`src/rtl/rx_iq_frame_scheduler.sv`:
```
// Pairs RX1/RX2 DDC samples into IQ frames and queues them in a FIFO that the
// bus interface drains with edge-detected read strobes; flags drops as overruns.
module rx_iq_frame_scheduler #(
  parameter int DEPTH_LOG2 = 4,
  parameter int IQ_WIDTH   = 24
) (
  input  logic                       clk_in,
  input  logic                       reset_n,
  input  logic                       rx1_enable,
  input  logic                       rx2_enable,
  input  logic signed [IQ_WIDTH-1:0] RX1_I,
  input  logic signed [IQ_WIDTH-1:0] RX1_Q,
  input  logic                       RX1_valid,
  input  logic signed [IQ_WIDTH-1:0] RX2_I,
  input  logic signed [IQ_WIDTH-1:0] RX2_Q,
  input  logic                       RX2_valid,
  input  logic                       IQ_RX_READ_REQ,
  input  logic                       IQ_RX_READ_CLK,
  input  logic                       overrun_clr,
  output logic signed [IQ_WIDTH-1:0] OUT_RX1_I,
  output logic signed [IQ_WIDTH-1:0] OUT_RX1_Q,
  output logic signed [IQ_WIDTH-1:0] OUT_RX2_I,
  output logic signed [IQ_WIDTH-1:0] OUT_RX2_Q,
  output logic                       in_empty,
  output logic                       iq_overrun,
  output logic [DEPTH_LOG2:0]        fifo_level,
  output logic [7:0]                 slip_count
);
  localparam int DEPTH = 1 << DEPTH_LOG2;
  localparam int PW    = DEPTH_LOG2 + 1;

  typedef struct packed {
    logic signed [IQ_WIDTH-1:0] rx1_i;
    logic signed [IQ_WIDTH-1:0] rx1_q;
    logic signed [IQ_WIDTH-1:0] rx2_i;
    logic signed [IQ_WIDTH-1:0] rx2_q;
  } frame_t;

  typedef enum logic [1:0] {IDLE, WAIT_PAIR, COMMIT} state_t;

  state_t          state_q, state_d;
  frame_t          frame_q, frame_d;
  frame_t          out_q, out_d;
  frame_t          mem_q [DEPTH];
  logic            mode_rx2_q, mode_rx2_d;
  logic [7:0]      slip_q, slip_d;
  logic            ovr_q, ovr_d;
  logic [PW-1:0]   wr_ptr_q, wr_ptr_d, rd_ptr_q, rd_ptr_d;
  logic            rclk_q;
  logic            empty, full, pop, wr_en, drop, slip_inc;

  assign empty = (wr_ptr_q == rd_ptr_q);
  assign full  = ((wr_ptr_q ^ rd_ptr_q) == {1'b1, {DEPTH_LOG2{1'b0}}});
  assign pop   = IQ_RX_READ_CLK & ~rclk_q & IQ_RX_READ_REQ & ~empty;
  assign wr_en = (state_q == COMMIT) & (~full | pop);
  assign drop  = (state_q == COMMIT) & full & ~pop;

  always_comb begin
    state_d    = state_q;
    frame_d    = frame_q;
    mode_rx2_d = mode_rx2_q;
    slip_inc   = 1'b0;
    case (state_q)
      // COMMIT lasts one cycle and treats new strobes as IDLE would
      IDLE, COMMIT: begin
        if (state_q == IDLE) mode_rx2_d = rx1_enable & rx2_enable;
        state_d = IDLE;
        if (rx1_enable && RX1_valid) begin
          frame_d.rx1_i = RX1_I;
          frame_d.rx1_q = RX1_Q;
          if (!mode_rx2_q) begin
            frame_d.rx2_i = '0;
            frame_d.rx2_q = '0;
            state_d       = COMMIT;
          end else if (RX2_valid) begin
            frame_d.rx2_i = RX2_I;
            frame_d.rx2_q = RX2_Q;
            state_d       = COMMIT;
          end else begin
            state_d = WAIT_PAIR;
          end
        end
      end
      WAIT_PAIR: begin
        if (!rx1_enable) begin
          state_d = IDLE;
        end else begin
          if (RX1_valid) begin
            frame_d.rx1_i = RX1_I;
            frame_d.rx1_q = RX1_Q;
            slip_inc      = 1'b1;
          end
          if (RX2_valid) begin
            frame_d.rx2_i = RX2_I;
            frame_d.rx2_q = RX2_Q;
            state_d       = COMMIT;
          end
        end
      end
      default: state_d = IDLE;
    endcase
  end

  always_comb begin
    slip_d = slip_q;
    if (slip_inc && slip_q != 8'hFF) slip_d = slip_q + 8'd1;
    ovr_d = ovr_q;
    if (overrun_clr) ovr_d = 1'b0;
    if (drop)        ovr_d = 1'b1;
    wr_ptr_d = wr_ptr_q + PW'(wr_en);
    rd_ptr_d = rd_ptr_q + PW'(pop);
    // Head register: bypass the frame being written when it becomes the head
    out_d = out_q;
    if (wr_en && wr_ptr_q == rd_ptr_d)
      out_d = frame_q;
    else if (pop && rd_ptr_d != wr_ptr_q)
      out_d = mem_q[rd_ptr_d[DEPTH_LOG2-1:0]];
  end

  always_ff @(posedge clk_in or negedge reset_n) begin
    if (!reset_n) begin
      state_q    <= IDLE;
      frame_q    <= '0;
      out_q      <= '0;
      mode_rx2_q <= 1'b0;
      slip_q     <= '0;
      ovr_q      <= 1'b0;
      wr_ptr_q   <= '0;
      rd_ptr_q   <= '0;
      rclk_q     <= 1'b0;
    end else begin
      state_q    <= state_d;
      frame_q    <= frame_d;
      out_q      <= out_d;
      mode_rx2_q <= mode_rx2_d;
      slip_q     <= slip_d;
      ovr_q      <= ovr_d;
      wr_ptr_q   <= wr_ptr_d;
      rd_ptr_q   <= rd_ptr_d;
      rclk_q     <= IQ_RX_READ_CLK;
    end
  end

  // Storage needs no reset; the pointers alone define what is valid
  always_ff @(posedge clk_in) begin
    if (wr_en) mem_q[wr_ptr_q[DEPTH_LOG2-1:0]] <= frame_q;
  end

  assign OUT_RX1_I  = out_q.rx1_i;
  assign OUT_RX1_Q  = out_q.rx1_q;
  assign OUT_RX2_I  = out_q.rx2_i;
  assign OUT_RX2_Q  = out_q.rx2_q;
  assign in_empty   = empty;
  assign iq_overrun = ovr_q;
  assign fifo_level = wr_ptr_q - rd_ptr_q;
  assign slip_count = slip_q;
endmodule

```
`config.mk`:
```
export PLATFORM = sky130hd
export DESIGN_NAME = rx_iq_frame_scheduler
export DESIGN_NICKNAME = d
export VERILOG_FILES = /design/src/rtl/rx_iq_frame_scheduler.sv
export SDC_FILE = /design/constraint.sdc
export NUM_CORES = 2
export LEC_CHECK = 0
export BUFFER_PORTS_ARGS = -buffer_cell sky130_fd_sc_hd__buf_2
export CORE_UTILIZATION = 41
export CTS_CLUSTER_DIAMETER = 80
export CTS_CLUSTER_SIZE = 20
export DETAILED_ROUTE_END_ITERATION = 6
export PLACE_DENSITY = 0.54
export SETUP_SLACK_MARGIN = 0.5
export SLEW_MARGIN = 20
export SYNTH_ARGS = -nofsm -noshare
export SYNTH_HDL_FRONTEND = slang
export SYNTH_SLANG_ARGS = --single-unit
```
`constraint.sdc`:
```
create_clock -name clk_in -period 34.1 [get_ports clk_in]
set_input_delay 5.115 -clock clk_in [delete_from_list [all_inputs] [get_ports clk_in]]
set_output_delay 5.115 -clock clk_in [all_outputs]
set_load 0.005 [all_outputs]
```
== Word level (Yosys, flattened, before mapping) ==
Memory sizes are Yosys's and may differ from the RTL's.
Index checks and enable logic that the tools add are counted.
Word-level totals
  register bits after elaboration: 215
  bits in writable memories: 1536
  bits of input ports: 105
  output and inout bits: 111
  logic and storage cells: 77
  memories kept: 1
Memories
  mem_q: depth 16, bits a word 96, rd ports 1, clocked after Yosys merged registers in 0, wr ports 1, RTL line 44  | frame_t mem_q [DEPTH];
Cells by class
  $add $sub $neg: 4
  equality and inequality tests: 11
  muxes and demuxes: 21
  bitwise logic cells: 13
  reduce and logical (&&, ||, !) cells: 12
Operator list (number)
  $mux 96: 4
  $pmux 96 s2: 1
  $mux 48: 3
  $add 5x1->5: 2
  $eq 5x5->1: 2
  $mux 2: 5
  $add 8x1->8 const B: 1
  $ne 8x8->1 const B: 1
  $and 1x1->1: 7
  $mux 1: 7
  $ne 2x2->1 const B: 3
  $reduce_bool 2->1: 3
  $eq 5x5->1 const B: 1
  $ne 5x5->1: 1
  $sub 5x5->5: 1
  $xor 5x5->5: 1
  $logic_and 1x1->1: 4
  $not 1->1: 4
  $pmux 2 s2: 1
  $reduce_and 4->1: 1
  $ne 3x3->1 const B: 1
  $reduce_and 3->1: 1
  $eq 2x1->1 const B: 1
  $eq 2x2->1 const B: 1
  other kinds (4): 4

== Depth between registers and ports, before layout ==
  depth after elaboration: 9
  mapped depth: 17
  gate-level depth less buffers: 12

== Worst setup path before layout ==
OpenSTA, ideal clock, no wires.
  path type: input to register
  start point: input IQ_RX_READ_REQ
  end point: memory mem_q[0][0] in the netlist's numbering, enable pin
  library setup time: 0.820 ns
  arrival time: 15.480 ns
  data required time: 33.280 ns
  setup slack: 17.801 ns
  cell stages on the path: 4
  path buffers: 0
  cell sequence: nand3b_1 a31o_2 nor2_1 nor4b_1
Between the ends
  longest elaborated chain between the ends: 6
RTL lines
  start, declared: RTL line 17  | input logic IQ_RX_READ_REQ,
  $and 1x1->1 (2 in a row): RTL line 54  | assign pop = IQ_RX_READ_CLK & ~rclk_q & IQ_RX_READ_REQ & ~empty;
  $or 1x1->1: RTL line 55  | assign wr_en = (state_q == COMMIT) & (~full | pop);
  $and 1x1->1: RTL line 55
  $mux 1: RTL line 146  | if (wr_en) mem_q[wr_ptr_q[DEPTH_LOG2-1:0]] <= frame_q;
  $mux 1 (implied by the code): RTL line 146
  end, declared: RTL line 44
No other way between the ends.

== Final worst setup path ==
  start point: input IQ_RX_READ_CLK
  end point: register out_q (netlist bit OUT_RX2_I[20])
Between the ends
  longest elaborated chain between the ends: 7
  elaborated cells between the ends (all ways): 14
  classes of those cells: add/sub: 1; eq/ne: 2; mux: 2; bitwise: 5; reduce/logical: 3; memory: 1
RTL lines
  start, declared: RTL line 18  | input logic IQ_RX_READ_CLK,
  $and 1x1->1 (*) (3 in a row): RTL line 54
  $add 5x1->5 (*): RTL line 111  | rd_ptr_d = rd_ptr_q + PW'(pop);
  named net rd_ptr_d[0]: RTL line 48  | logic [PW-1:0] wr_ptr_q, wr_ptr_d, rd_ptr_q, rd_ptr_d;
  $mem_v2 16x96, or another cell as far along
  $mux 96, or another cell as far along: RTL line 116  | else if (pop && rd_ptr_d != wr_ptr_q)
  $mux 96 or $reduce_bool 2->1 (tied branches)
  end signal, assigned: RTL line 134  | out_q <= out_d;
  end, declared: RTL line 43  | frame_t out_q, out_d;
Mark *: on every way through the listed nets, which the timed path passes. The rest lies on a longest branch. The select of a mux whose other input is x is not followed.
A chain may end at the register's enable or synchronous reset.

==> impl_metrics.toml <==
[status]
status = "finished, final reports clean"

[place]
dpl.hpwl_um = 77800
routabilityCongestion = 0.735
numPortBuffers = 215

[drt]
wl_um = 171000
viasPerCell = 5.85
drtIter0Drc = 3154
drc_errors = 0
dr.pass1.iters = 7
final_antenna_net_count = 0
wl_per_cell_um = 30.7
vias = 32500

[worst_setup_path]
critPathSlowestCell = "buf_4"
cpPeakStageDelay_ps = 960
cp-end-kind = "flip-flop"
start_kind = "primary input"
worstPathRequired_ps = 34740
path_common_cell = "buf_4"
crit_family = "buffers and inverters"
timing.critical_path.buf_inv = 5
worstPathArrival_ps = 10170
criticalPathCategory = "primary input to flip-flop"
worstPathCellList = "buf_2, nand3b_1, o21bai_1, inv_1, ha_4, xor2_1, nor3_1, a31oi_4, buf_4, buf_4, buf_4, nor3_1, a311oi_1"
path_max_fanout = 75

[timing]
worst_pin_slew_ps = 1130
max_slew_margin = 0.246
holdWs_ps = 512
slew_viol_final = 0
setup_viol = 0
max_freq_ghz = 0.105
fin_crit_sh = 0.280
final-hold-violation-count = 0
skew_ps = 34.0
rsz0062_at_grt = "false"
tns_ps = 0
layout_min_cycle_time_ps = 9530

[clocking]
hold_buffers = 0
insertion_delay_ps = 750
cts.sinks = 1751
htree_num_levels = 3
clk_pin_slew_ps = 80
clockBufferDepth = 3
post_cts_buffers = 0
cts_buffers = 103
cts_resized = 0
cts_tree = "yes"
root_buffer = "clkbuf_16"

[yosys]
ys_top_cells_by_count = "1536 x edfxtp_1, 384 x mux4_2, 215 x dfrtp_1, 192 x a22oi_1, 108 x nor2_1"
avgSynthCellArea_um2 = 21.2
yosys.area.top_type = "edfxtp_1"
synth_warnings = 0
yosysMostFrequentCell = "edfxtp_1"
syn_inst = 3121
synth_edf_count = 1536
ys_types = 48
syn_area_um2 = 66100
synthArstFlopShare = 0.123
synth_ff_type = "edfxtp_1"
synth_area_leaders = "edfxtp_1 70%, mux4_2 13%, dfrtp_1 8.1%, a22oi_1 2.2%, a311oi_1 1.3%"
seq_area_frac_synth = 0.779
synth_top_area_frac = 0.697
synth_seq_cells = 1751
synth.net_count = 3236

[final_layout]
finalNetCount = 3421
multi_input_area_um2 = 13900
fillCellCount = 13500
regArea_um2 = 51500
drive_above_1_share = 0.258
syn_to_final_growth_pct = 10.6

[pwr]
peakVddDrop_mv = 0.0655
power.density_nw_per_um2 = 77.6
leakagePower_nw = 23.4
p_total_mw = 5.68

[global_route]
antenna_found_initial = 10
grt_pass1_wl_um = 245000
track_usage = 0.210
gr-total-overflow = 0
grt_pass1_vias = 34200
grt_max_degree = 97

[floorplan]
rows = 147
die_w_um = 404
dieHeight_um = 404
io_pins = 216
start_util = 0.412
coreArea_um2 = 160000
die_area_um2 = 163000

[job]
drv_cap = 0

[hold_path]
hp-class = "flip-flop to flip-flop"
[sequential cells by signal, summed over array words and instances (netlist names)]
name / count
wr_ptr_q: 5
state_q: 2
rd_ptr_q: 5
OUT_RX2_I: 24
frame_q: 96
iq_overrun: 1
OUT_RX1_I: 24
slip_count: 8
OUT_RX2_Q: 24
mem_q: 1536
rclk_q: 1
mode_rx2_q: 1
OUT_RX1_Q: 24
[cell usage in the layout, fill, tap and decap left out, types with 96 or more instances in the layout]
cell / instances
a22oi_1: 192
a311oi_1: 96
buf_2: 214
clkbuf_16: 104
dfrtp_1: 215
edfxtp_1: 1536
mux4_2: 384
nand2_1: 103
nor2_1: 99
nor3_1: 97
[area by class of cell]
cell class	count	share of cell area
clock inverters	25	0.00506
multi-input cells	1163	0.190
diodes	2	0.0000684
inverters	15	0.000769
flip-flops and latches	1751	0.704
clock buffers	167	0.0402
well taps	2160	0.0369
repair buffers	272	0.0232
[logic make-up (layout without fill, tap and decap cells)]
family,count (synthesis),count (layout),share of synthesized area
xor gates and xnor gates,22,22,0.00358
adders and majority gates,10,10,0.00201
muxes,433,433,0.139
DFF,1751,1751,0.779
other,0,2,0
AOI/OAI and AO/OA,352,352,0.0398
buffers and inverters,207,479,0.0139
and+or+nand+nor,346,346,0.0229
[stage by stage]
| stage | util | setup slack (ps) | instances | instance area (µm²) |
|---|---|---|---|---|
| after floorplan | - | 17800 | 3121 | 66100 |
| after global placement | 0.436 | 23500 | 5361 | 69900 |
| after detailed placement | 0.436 | 23370 | 5361 | 69900 |
| after CTS | 0.456 | 24180 | 5553 | 73200 |
| after global routing | 0.456 | 24100 | 5553 | 73200 |
| final | 0.456 | 24570 | 5555 | 73200 |
[report_power, final]
part	internal (mW)	total [mW]	switching, mW
clock network	0.646	1.34	0.691
logic	0.753	1.62	0.867
registers	2.55	2.72	0.172
[per-layer routing]
layer	part of all wire	vias up	wire length [µm]	global-route usage
met5	0	-	0	0
met4	0.015	0	2600	0.0440
met3	0.066	134	11300	0.0325
met2	0.48	1103	81800	0.334
met1	0.44	17900	75100	0.309
li1	-	13400	-	-
[worst reg2reg max path, stage by stage (launching register included)]
cell and delay [ps]:
dfrtp_1 610, inv_1 130, ha_1 340, nand4_1 140, o21bai_1 330, inv_1 140
ha_4 890, xor2_1 240, nor3_1 130, a31oi_4 190, buf_4 620, buf_4 970
buf_4 990, nor3_1 200, a311oi_1 250
[path summary, 6_finish.rpt]
kind,start,endpoint,slack (ps),cells after the start
worst max-delay path,IQ_RX_READ_CLK,OUT_RX2_I[20],24570,13
worst min-delay path,slip_count[7],slip_count[7],510,1
worst max register to register,wr_ptr_q[0],OUT_RX2_I[20],27830,14
worst min register to register,slip_count[7],slip_count[7],510,1
max in group asynchronous,reset_n,frame_q[87],28020,2
min in group asynchronous,reset_n,frame_q[83],4470,1
No activity file was read; power rests on OpenSTA's default activity.
